--- config.mk ---
export PLATFORM = sky130hd
export DESIGN_NAME = mips_mc_ctrl
export DESIGN_NICKNAME = d
export VERILOG_FILES = /design/src/rtl/mips_pkg.sv /design/src/rtl/mips_mc_alu_decode.sv /design/src/rtl/mips_mc_ctrl.sv
export SDC_FILE = /design/constraint.sdc
export NUM_CORES = 1
export LEC_CHECK = 0
export BUFFER_PORTS_ARGS = -buffer_cell sky130_fd_sc_hd__buf_2
export CELL_PAD_IN_SITES_DETAIL_PLACEMENT = 1
export CELL_PAD_IN_SITES_GLOBAL_PLACEMENT = 2
export CORE_ASPECT_RATIO = 2
export CORE_UTILIZATION = 29
export DETAILED_ROUTE_END_ITERATION = 8
export GPL_ROUTABILITY_DRIVEN = 0
export PLACE_DENSITY = 0.85
export SLEW_MARGIN = 20
export SYNTH_ARGS = -nofsm -noshare
export SYNTH_HDL_FRONTEND = slang
export SYNTH_HIERARCHICAL = 1
export SYNTH_SLANG_ARGS = --single-unit
--- constraint.sdc ---
create_clock -name clk -period 2.1 [get_ports clk]
set_clock_uncertainty 0.15 [all_clocks]
set_input_delay 0.315 -clock clk [delete_from_list [all_inputs] [get_ports clk]]
set_output_delay 0.315 -clock clk [all_outputs]
set_load 0.1 [all_outputs]
--- src/rtl/mips_pkg.sv ---
// Shared constants and types for the multi-cycle MIPS core.
// Opcodes, ALU ops, mem modes, FSM states, trap causes.
package mips_pkg;

  localparam logic [5:0] OP_RTYPE = 6'h00;
  localparam logic [5:0] OP_J     = 6'h02;
  localparam logic [5:0] OP_JAL   = 6'h03;
  localparam logic [5:0] OP_BEQ   = 6'h04;
  localparam logic [5:0] OP_BNE   = 6'h05;
  localparam logic [5:0] OP_ADDI  = 6'h08;
  localparam logic [5:0] OP_SLTI  = 6'h0A;
  localparam logic [5:0] OP_ANDI  = 6'h0C;
  localparam logic [5:0] OP_ORI   = 6'h0D;
  localparam logic [5:0] OP_LUI   = 6'h0F;
  localparam logic [5:0] OP_LB    = 6'h20;
  localparam logic [5:0] OP_LH    = 6'h21;
  localparam logic [5:0] OP_LW    = 6'h23;
  localparam logic [5:0] OP_LBU   = 6'h24;
  localparam logic [5:0] OP_LHU   = 6'h25;
  localparam logic [5:0] OP_SB    = 6'h28;
  localparam logic [5:0] OP_SH    = 6'h29;
  localparam logic [5:0] OP_SW    = 6'h2B;

  localparam logic [5:0] FN_SLL = 6'h00;
  localparam logic [5:0] FN_SRL = 6'h02;
  localparam logic [5:0] FN_JR  = 6'h08;
  localparam logic [5:0] FN_ADD = 6'h20;
  localparam logic [5:0] FN_SUB = 6'h22;
  localparam logic [5:0] FN_AND = 6'h24;
  localparam logic [5:0] FN_OR  = 6'h25;
  localparam logic [5:0] FN_SLT = 6'h2A;

  localparam logic [3:0] ALU_AND = 4'h0;
  localparam logic [3:0] ALU_OR  = 4'h1;
  localparam logic [3:0] ALU_ADD = 4'h2;
  localparam logic [3:0] ALU_SUB = 4'h6;
  localparam logic [3:0] ALU_SLT = 4'h7;
  localparam logic [3:0] ALU_SLL = 4'h8;
  localparam logic [3:0] ALU_SRL = 4'h9;
  localparam logic [3:0] ALU_LUI = 4'hA;

  localparam logic [2:0] MM_WORD  = 3'd0;
  localparam logic [2:0] MM_HALF  = 3'd1;
  localparam logic [2:0] MM_HALFU = 3'd2;
  localparam logic [2:0] MM_BYTE  = 3'd3;
  localparam logic [2:0] MM_BYTEU = 3'd4;

  typedef enum logic [3:0] {
    ST_IDLE,
    ST_FETCH,
    ST_DECODE,
    ST_EXEC_R,
    ST_EXEC_I,
    ST_MEM_ADDR,
    ST_MEM_RD,
    ST_MEM_WB,
    ST_MEM_WR,
    ST_WB_R,
    ST_WB_I,
    ST_BRANCH,
    ST_JUMP,
    ST_TRAP
  } state_t;

  typedef enum logic [1:0] {
    TC_NONE    = 2'd0,
    TC_ILLEGAL = 2'd1,
    TC_TIMEOUT = 2'd2
  } cause_t;

  function automatic logic is_load(
    input logic [5:0] op
  );
    return (op == OP_LB)  || (op == OP_LH) ||
           (op == OP_LW)  || (op == OP_LBU) ||
           (op == OP_LHU);
  endfunction

  function automatic logic is_store(
    input logic [5:0] op
  );
    return (op == OP_SB) || (op == OP_SH) ||
           (op == OP_SW);
  endfunction

  function automatic logic is_itype(
    input logic [5:0] op
  );
    return (op == OP_ADDI) || (op == OP_SLTI) ||
           (op == OP_ANDI) || (op == OP_ORI) ||
           (op == OP_LUI);
  endfunction

  // Logical immediates take the zero-extended operand
  function automatic logic zext_imm(
    input logic [5:0] op
  );
    return (op == OP_ANDI) || (op == OP_ORI) ||
           (op == OP_LUI);
  endfunction

  function automatic logic [2:0] mem_mode_of(
    input logic [5:0] op
  );
    logic [2:0] m;
    case (op)
      OP_LH, OP_SH: m = MM_HALF;
      OP_LHU:       m = MM_HALFU;
      OP_LB, OP_SB: m = MM_BYTE;
      OP_LBU:       m = MM_BYTEU;
      default:      m = MM_WORD;
    endcase
    return m;
  endfunction

endpackage

--- src/rtl/mips_mc_alu_decode.sv ---
// Combinational opcode/funct to ALU op decode.
// Flags unsupported funct (R-type) or opcode.
module mips_mc_alu_decode
  import mips_pkg::*;
(
  input  logic [5:0] opcode,
  input  logic [5:0] funct,
  output logic [3:0] alu_op,
  output logic       illegal
);

  // ALU op select and legality check
  always_comb begin
    alu_op  = ALU_ADD;
    illegal = 1'b0;
    if (opcode == OP_RTYPE) begin
      unique case (funct)
        FN_ADD:  alu_op = ALU_ADD;
        FN_SUB:  alu_op = ALU_SUB;
        FN_AND:  alu_op = ALU_AND;
        FN_OR:   alu_op = ALU_OR;
        FN_SLT:  alu_op = ALU_SLT;
        FN_SLL:  alu_op = ALU_SLL;
        FN_SRL:  alu_op = ALU_SRL;
        FN_JR:   alu_op = ALU_ADD;
        default: illegal = 1'b1;
      endcase
    end else begin
      unique case (opcode)
        OP_ADDI: alu_op = ALU_ADD;
        OP_SLTI: alu_op = ALU_SLT;
        OP_ANDI: alu_op = ALU_AND;
        OP_ORI:  alu_op = ALU_OR;
        OP_LUI:  alu_op = ALU_LUI;
        OP_LB, OP_LH, OP_LW,
        OP_LBU, OP_LHU,
        OP_SB, OP_SH, OP_SW:
          alu_op = ALU_ADD;
        OP_BEQ, OP_BNE:
          alu_op = ALU_SUB;
        OP_J, OP_JAL:
          alu_op = ALU_ADD;
        default: illegal = 1'b1;
      endcase
    end
  end

endmodule

--- src/rtl/mips_mc_ctrl.sv ---
// Multi-cycle MIPS control FSM with memory waits and traps.
// Define MIPS_MC_PERF_EN for cycle/instr/wait perf counters.
module mips_mc_ctrl
  import mips_pkg::*;
#(
  parameter int MEM_TIMEOUT = 16,
  parameter int MODE_W      = 3
`ifdef MIPS_MC_PERF_EN
  ,
  parameter int PERF_W      = 32
`endif
) (
  input  logic              clk,
  input  logic              reset,
  input  logic [5:0]        opcode,
  input  logic [5:0]        funct,
  input  logic              zero_flag,
  input  logic              mem_ready,
  output logic              mem_req,
  output logic              mem_we,
  output logic              iord,
  output logic [MODE_W-1:0] mem_mode,
  output logic              ir_write,
  output logic              pc_write,
  output logic [1:0]        pcsrc,
  output logic              reg_write,
  output logic [1:0]        regdst,
  output logic [1:0]        memtoreg,
  output logic              alusrc_a,
  output logic [1:0]        alusrc_b,
  output logic [3:0]        alu_control_line,
  output logic              instr_done,
  output logic              trap,
  output logic [1:0]        trap_cause
`ifdef MIPS_MC_PERF_EN
  ,
  output logic [PERF_W-1:0] cycle_count,
  output logic [PERF_W-1:0] instr_count,
  output logic [PERF_W-1:0] wait_count
`endif
);

  localparam int TMO_LAST =
    (MEM_TIMEOUT > 0) ? MEM_TIMEOUT - 1 : 0;
  localparam int WCW =
    (MEM_TIMEOUT > 1) ? $clog2(MEM_TIMEOUT) : 1;

  state_t         state;
  state_t         state_nxt;
  cause_t         cause;
  cause_t         cause_nxt;
  logic [WCW-1:0] wait_cnt;
  logic [3:0]     dec_alu;
  logic           dec_ill;
  logic           in_mem;
  logic           tmo;
  logic           is_jr;
  logic [MODE_W-1:0] mode;

  mips_mc_alu_decode u_dec (
    .opcode  (opcode),
    .funct   (funct),
    .alu_op  (dec_alu),
    .illegal (dec_ill)
  );

  assign in_mem = (state == ST_FETCH) ||
                  (state == ST_MEM_RD) ||
                  (state == ST_MEM_WR);
  assign tmo = (MEM_TIMEOUT != 0) && in_mem &&
               !mem_ready &&
               (wait_cnt == WCW'(TMO_LAST));
  assign is_jr = (opcode == OP_RTYPE) &&
                 (funct == FN_JR);
  assign mode = MODE_W'(mem_mode_of(opcode));
  assign trap_cause = cause;

  // Next-state and trap-cause selection
  always_comb begin
    state_nxt = state;
    cause_nxt = cause;
    case (state)
      ST_IDLE: state_nxt = ST_FETCH;
      ST_FETCH: begin
        if (mem_ready) begin
          state_nxt = ST_DECODE;
        end else if (tmo) begin
          state_nxt = ST_TRAP;
          cause_nxt = TC_TIMEOUT;
        end
      end
      ST_DECODE: begin
        unique case (1'b1)
          (opcode == OP_RTYPE):
            state_nxt = ST_EXEC_R;
          is_itype(opcode):
            state_nxt = ST_EXEC_I;
          is_load(opcode) || is_store(opcode):
            state_nxt = ST_MEM_ADDR;
          (opcode == OP_BEQ) || (opcode == OP_BNE):
            state_nxt = ST_BRANCH;
          (opcode == OP_J) || (opcode == OP_JAL):
            state_nxt = ST_JUMP;
          default: begin
            state_nxt = ST_TRAP;
            cause_nxt = TC_ILLEGAL;
          end
        endcase
      end
      ST_EXEC_R: begin
        if (dec_ill) begin
          state_nxt = ST_TRAP;
          cause_nxt = TC_ILLEGAL;
        end else if (is_jr) begin
          state_nxt = ST_FETCH;
        end else begin
          state_nxt = ST_WB_R;
        end
      end
      ST_EXEC_I: state_nxt = ST_WB_I;
      ST_MEM_ADDR:
        state_nxt = is_store(opcode) ?
                    ST_MEM_WR : ST_MEM_RD;
      ST_MEM_RD: begin
        if (mem_ready) begin
          state_nxt = ST_MEM_WB;
        end else if (tmo) begin
          state_nxt = ST_TRAP;
          cause_nxt = TC_TIMEOUT;
        end
      end
      ST_MEM_WR: begin
        if (mem_ready) begin
          state_nxt = ST_FETCH;
        end else if (tmo) begin
          state_nxt = ST_TRAP;
          cause_nxt = TC_TIMEOUT;
        end
      end
      ST_WB_R, ST_WB_I, ST_MEM_WB,
      ST_BRANCH, ST_JUMP:
        state_nxt = ST_FETCH;
      ST_TRAP: state_nxt = ST_TRAP;
      default: state_nxt = ST_IDLE;
    endcase
  end

  // State, sticky cause and per-request wait counter
  always_ff @(posedge clk or posedge reset) begin
    if (reset) begin
      state    <= ST_IDLE;
      cause    <= TC_NONE;
      wait_cnt <= '0;
    end else begin
      state <= state_nxt;
      cause <= cause_nxt;
      if (state_nxt != state) begin
        wait_cnt <= '0;
      end else if (in_mem && !mem_ready) begin
        wait_cnt <= wait_cnt + 1'b1;
      end
    end
  end

  // Moore output decode, enables qualified where needed
  always_comb begin
    mem_req          = 1'b0;
    mem_we           = 1'b0;
    iord             = 1'b0;
    mem_mode         = '0;
    ir_write         = 1'b0;
    pc_write         = 1'b0;
    pcsrc            = 2'd0;
    reg_write        = 1'b0;
    regdst           = 2'd0;
    memtoreg         = 2'd0;
    alusrc_a         = 1'b0;
    alusrc_b         = 2'd0;
    alu_control_line = ALU_AND;
    instr_done       = 1'b0;
    trap             = 1'b0;
    case (state)
      ST_FETCH: begin
        mem_req          = 1'b1;
        alusrc_b         = 2'd1;
        alu_control_line = ALU_ADD;
        ir_write         = mem_ready;
        pc_write         = mem_ready;
      end
      ST_DECODE: begin
        alusrc_b         = 2'd2;
        alu_control_line = ALU_ADD;
      end
      ST_EXEC_R: begin
        alusrc_a         = 1'b1;
        alu_control_line = dec_alu;
        if (is_jr) begin
          pc_write   = 1'b1;
          pcsrc      = 2'd3;
          instr_done = 1'b1;
        end
      end
      ST_EXEC_I: begin
        alusrc_a         = 1'b1;
        alusrc_b         = zext_imm(opcode) ?
                           2'd3 : 2'd2;
        alu_control_line = dec_alu;
      end
      ST_WB_R: begin
        reg_write  = 1'b1;
        regdst     = 2'd1;
        instr_done = 1'b1;
      end
      ST_WB_I: begin
        reg_write  = 1'b1;
        instr_done = 1'b1;
      end
      ST_MEM_ADDR: begin
        alusrc_a         = 1'b1;
        alusrc_b         = 2'd2;
        alu_control_line = ALU_ADD;
        mem_mode         = mode;
      end
      ST_MEM_RD: begin
        mem_req  = 1'b1;
        iord     = 1'b1;
        mem_mode = mode;
      end
      ST_MEM_WB: begin
        reg_write  = 1'b1;
        memtoreg   = 2'd1;
        mem_mode   = mode;
        instr_done = 1'b1;
      end
      ST_MEM_WR: begin
        mem_req    = 1'b1;
        mem_we     = 1'b1;
        iord       = 1'b1;
        mem_mode   = mode;
        instr_done = mem_ready;
      end
      ST_BRANCH: begin
        alusrc_a         = 1'b1;
        alu_control_line = ALU_SUB;
        pcsrc            = 2'd1;
        pc_write   = ((opcode == OP_BEQ) && zero_flag) ||
                     ((opcode == OP_BNE) && !zero_flag);
        instr_done = 1'b1;
      end
      ST_JUMP: begin
        pc_write   = 1'b1;
        pcsrc      = 2'd2;
        instr_done = 1'b1;
        if (opcode == OP_JAL) begin
          reg_write = 1'b1;
          regdst    = 2'd2;
          memtoreg  = 2'd2;
        end
      end
      ST_TRAP: trap = 1'b1;
      default: ;
    endcase
  end

`ifdef MIPS_MC_PERF_EN
  // Free-running perf counters, wrap silently
  always_ff @(posedge clk or posedge reset) begin
    if (reset) begin
      cycle_count <= '0;
      instr_count <= '0;
      wait_count  <= '0;
    end else begin
      if (state != ST_IDLE && state != ST_TRAP)
        cycle_count <= cycle_count + 1'b1;
      if (instr_done)
        instr_count <= instr_count + 1'b1;
      if (mem_req && !mem_ready)
        wait_count <= wait_count + 1'b1;
    end
  end
`endif

endmodule

==> results.md <==
- Most common cell after layout, fill and taps aside: buf_4
- RR Startpoint: state[1]
- Final setup viols: 26
- Synth Flop Type: dfrtp_1
- Register area: 255 µm²
- Fmax: 425 MHz
- Average size of a mapped cell: 6.85 µm²
- Initial Util: 29.8%
- Tmin final: 2.35 ns
- Syn Inst Count: 259
- Sequential area share after synthesis: 14.1%
- Mapped cell area: 1770 µm²
- DP Cell Count: 423
- Hpwl dp: 6740 µm
- CP startpoint: funct[0]
- Vias: 2704
- Footprint of the multi-input gates: 1830 µm²
- CTS tree: done
- RSZ-0062 raised after global routing: yes
- Clk buf depth: 2
- Post-Syn Nets: 276
- Worst slew pin tran: 0.486 ns
- CTS Buf Count: 3
- TritonRoute pass-1 iters: 6
- Reg-to-Reg End: wait_cnt[1]
- Final Hold Viols: 0
- Area delta synth->final: 110%
- Largest net degree at the start of global routing: 32
- Routed Antenna Nets: 0
- Fillers: 679
- Num rows: 40
- Initial antenna violation count: 0
- Share of layout cells above drive strength 1: 59.8%
- Remaining Overflow, GRT: 0
- Flops & latches, synth: 10
- Crit path DAT: 1.89 ns
- VDD IR max: 0.000839 V
- Tcrit/Tclk final: 112%
- Worst Path Required: 1.63 ns
- Port Buf Inserts: 41
- Hold Slack: 0.348 ns
- Cell Area, Placed: 3130 µm²
- Nets@finish: 399
- Pwr Total: 5.02 mW
- First-pass GRT wire length: 15200 µm
- Max-slew violations: 0
- Routed len/inst: 24.3 µm
- Clock Sinks: 10
- I/O Pins: 42
- Most frequent cells in the layout: buf_4 (76), buf_12 (27), nand2_1 (23), nor2_1 (21), buf_6 (17)
- Post-Route WL: 10800 µm
- H-tree levels: 1
- Reg2reg path depth: 7
- Hold WC Path Type: reg -> reg
- EDFF count, synth: 0
- Clock Latency Late Sink: 0.24 ns
- Share of flip-flops with an asynchronous set or reset: 100%
- Die span in x: 57.3 µm
- Routed vias/inst: 6.09
- CP Class: in -> out
- Root buffer cell: clkbuf_16
- Leakage Power: 1.50 nW
- Number of global-route vias before repair: 2975
- Critical Path Sink Type: primary output
- Outcome: finished with violations
- GR Util All Layers: 30.8%
- Violated checks: DRC, setup timing
- Number of synthesis warnings: 6
- Die H: 113 µm
- Residual DRC count: 2
- Finished Layout Cells: 444
- Post-synth cell types: 71
- Critical Path Source Type: input port
- Clock Pin Slew Worst Setup and Hold Paths: 0.04 ns
- R2R setup slack: -0.09 ns
- Max-cap viol count: 0
- Iteration-0 DRC Markers: 127
- Fin util: 62.6%
- Final instance area: 3730 µm²
- Core Area: 5960 µm²
- Crit Path Max Fanout: 4
- Rel. slew slack: 67.8%
- Post-layout worst setup margin: -0.251 ns
- Worst setup path endpoint: alu_control_line[1]
- PwrDens: 1350 nW/µm²
- Die ar.: 6450 µm²
- # diodes: 0
==> worst min path at each step <==
stage	slack (ns)	cells after the start	endpoint	startpoint
final	0.35	1	trap_cause[0]	trap_cause[0]
after floorplan	0.005	1	state[0]	reset
after detailed placement	0.17	2	state[3]	reset
after CTS	0.36	1	trap_cause[0]	trap_cause[0]
after global routing	0.39	1	trap_cause[0]	trap_cause[0]
after global placement	0.16	2	state[2]	reset
==> where the power goes <==
part	internal [mW]	switching (mW)
clock	0.287	0.0968
combinational	1.74	2.58
sequential	0.241	0.0692
==> state kept, by name (all words and copies together), names as in the netlist <==
| signal | cells |
|---|---|
| state | 4 |
| wait_cnt | 4 |
| trap_cause | 2 |
==> critical path, stage by stage <==
cell	delay, ns
buf_6	0.09
buf_4	0.14
nor3_2	0.32
a31oi_4	0.13
a21oi_2	0.24
a21oi_2	0.09
o21ai_1	0.16
nand2_1	0.11
o21ai_4	0.09
buf_12	0.19
==> final cells by class <==
cell class	instances	share of cell area [%]
tap	63	2.11
sequential	10	6.84
timing repair buffer	137	38.7
inverter	10	1.01
multi-input combinational	220	49.0
clock buffer	4	2.38
==> what timing repair did <==
item	in CTS	in global routing
hold buffers	1	0
resized for setup	69	18
pin swaps	24	14
hold endpoints to repair	10	0
endpoints found under the setup margin	27	27
buffers inserted	11	4
cloned	0	1
==> per-stage QoR <==
| step | TNS (ns) | setup slack [ns] |
|---|---|---|
| after floorplan | -5.93 | -0.926 |
| after global placement | -2.13 | -0.207 |
| after detailed placement | -3.40 | -0.325 |
| after CTS | -1.49 | -0.149 |
| after global routing | -3.56 | -0.294 |
| final | -2.48 | -0.251 |
==> synthesized netlist by cell type (4+ instances only) <==
library cell,n,area share [%]
nor4_1,5,1.8
nor2_1,37,7.8
buf_4,5,2.1
nor2b_1,4,1.4
buf_2,8,2.3
o21ai_0,13,3.7
dfrtp_1,10,14
xnor2_1,4,2.0
a21oi_1,22,6.2
nor3_1,7,2.0
nand3_1,10,2.8
a31oi_1,4,1.4
and3_1,4,1.4
nand2b_1,10,3.5
o21ai_1,4,1.1
nand2_1,24,5.1
inv_1,10,2.1
nor2_2,4,1.4
==> cells by family (layout without fill, tap and decap cells) <==
kind of cell,count (synthesis),after routing,synth area share (%)
AO/OA/AOI/OAI,81,81,31.0
XOR/XNOR,5,5,2.47
adder cells (fa/ha/maj),1,1,0.705
buffers and inverters,29,151,8.67
flip-flops,10,10,14.1
AND/OR/NAND/NOR,133,133,43.0
==> routing by layer <==
metal	vias up	track usage [%]	wire [µm]
met4	0	22.4	687
met5	-	0	0
met2	119	58.9	6280
met1	1336	28.7	3490
met3	53	2.88	319
li1	1196	-	-
Note: power is estimated with default switching activity, not from simulation.
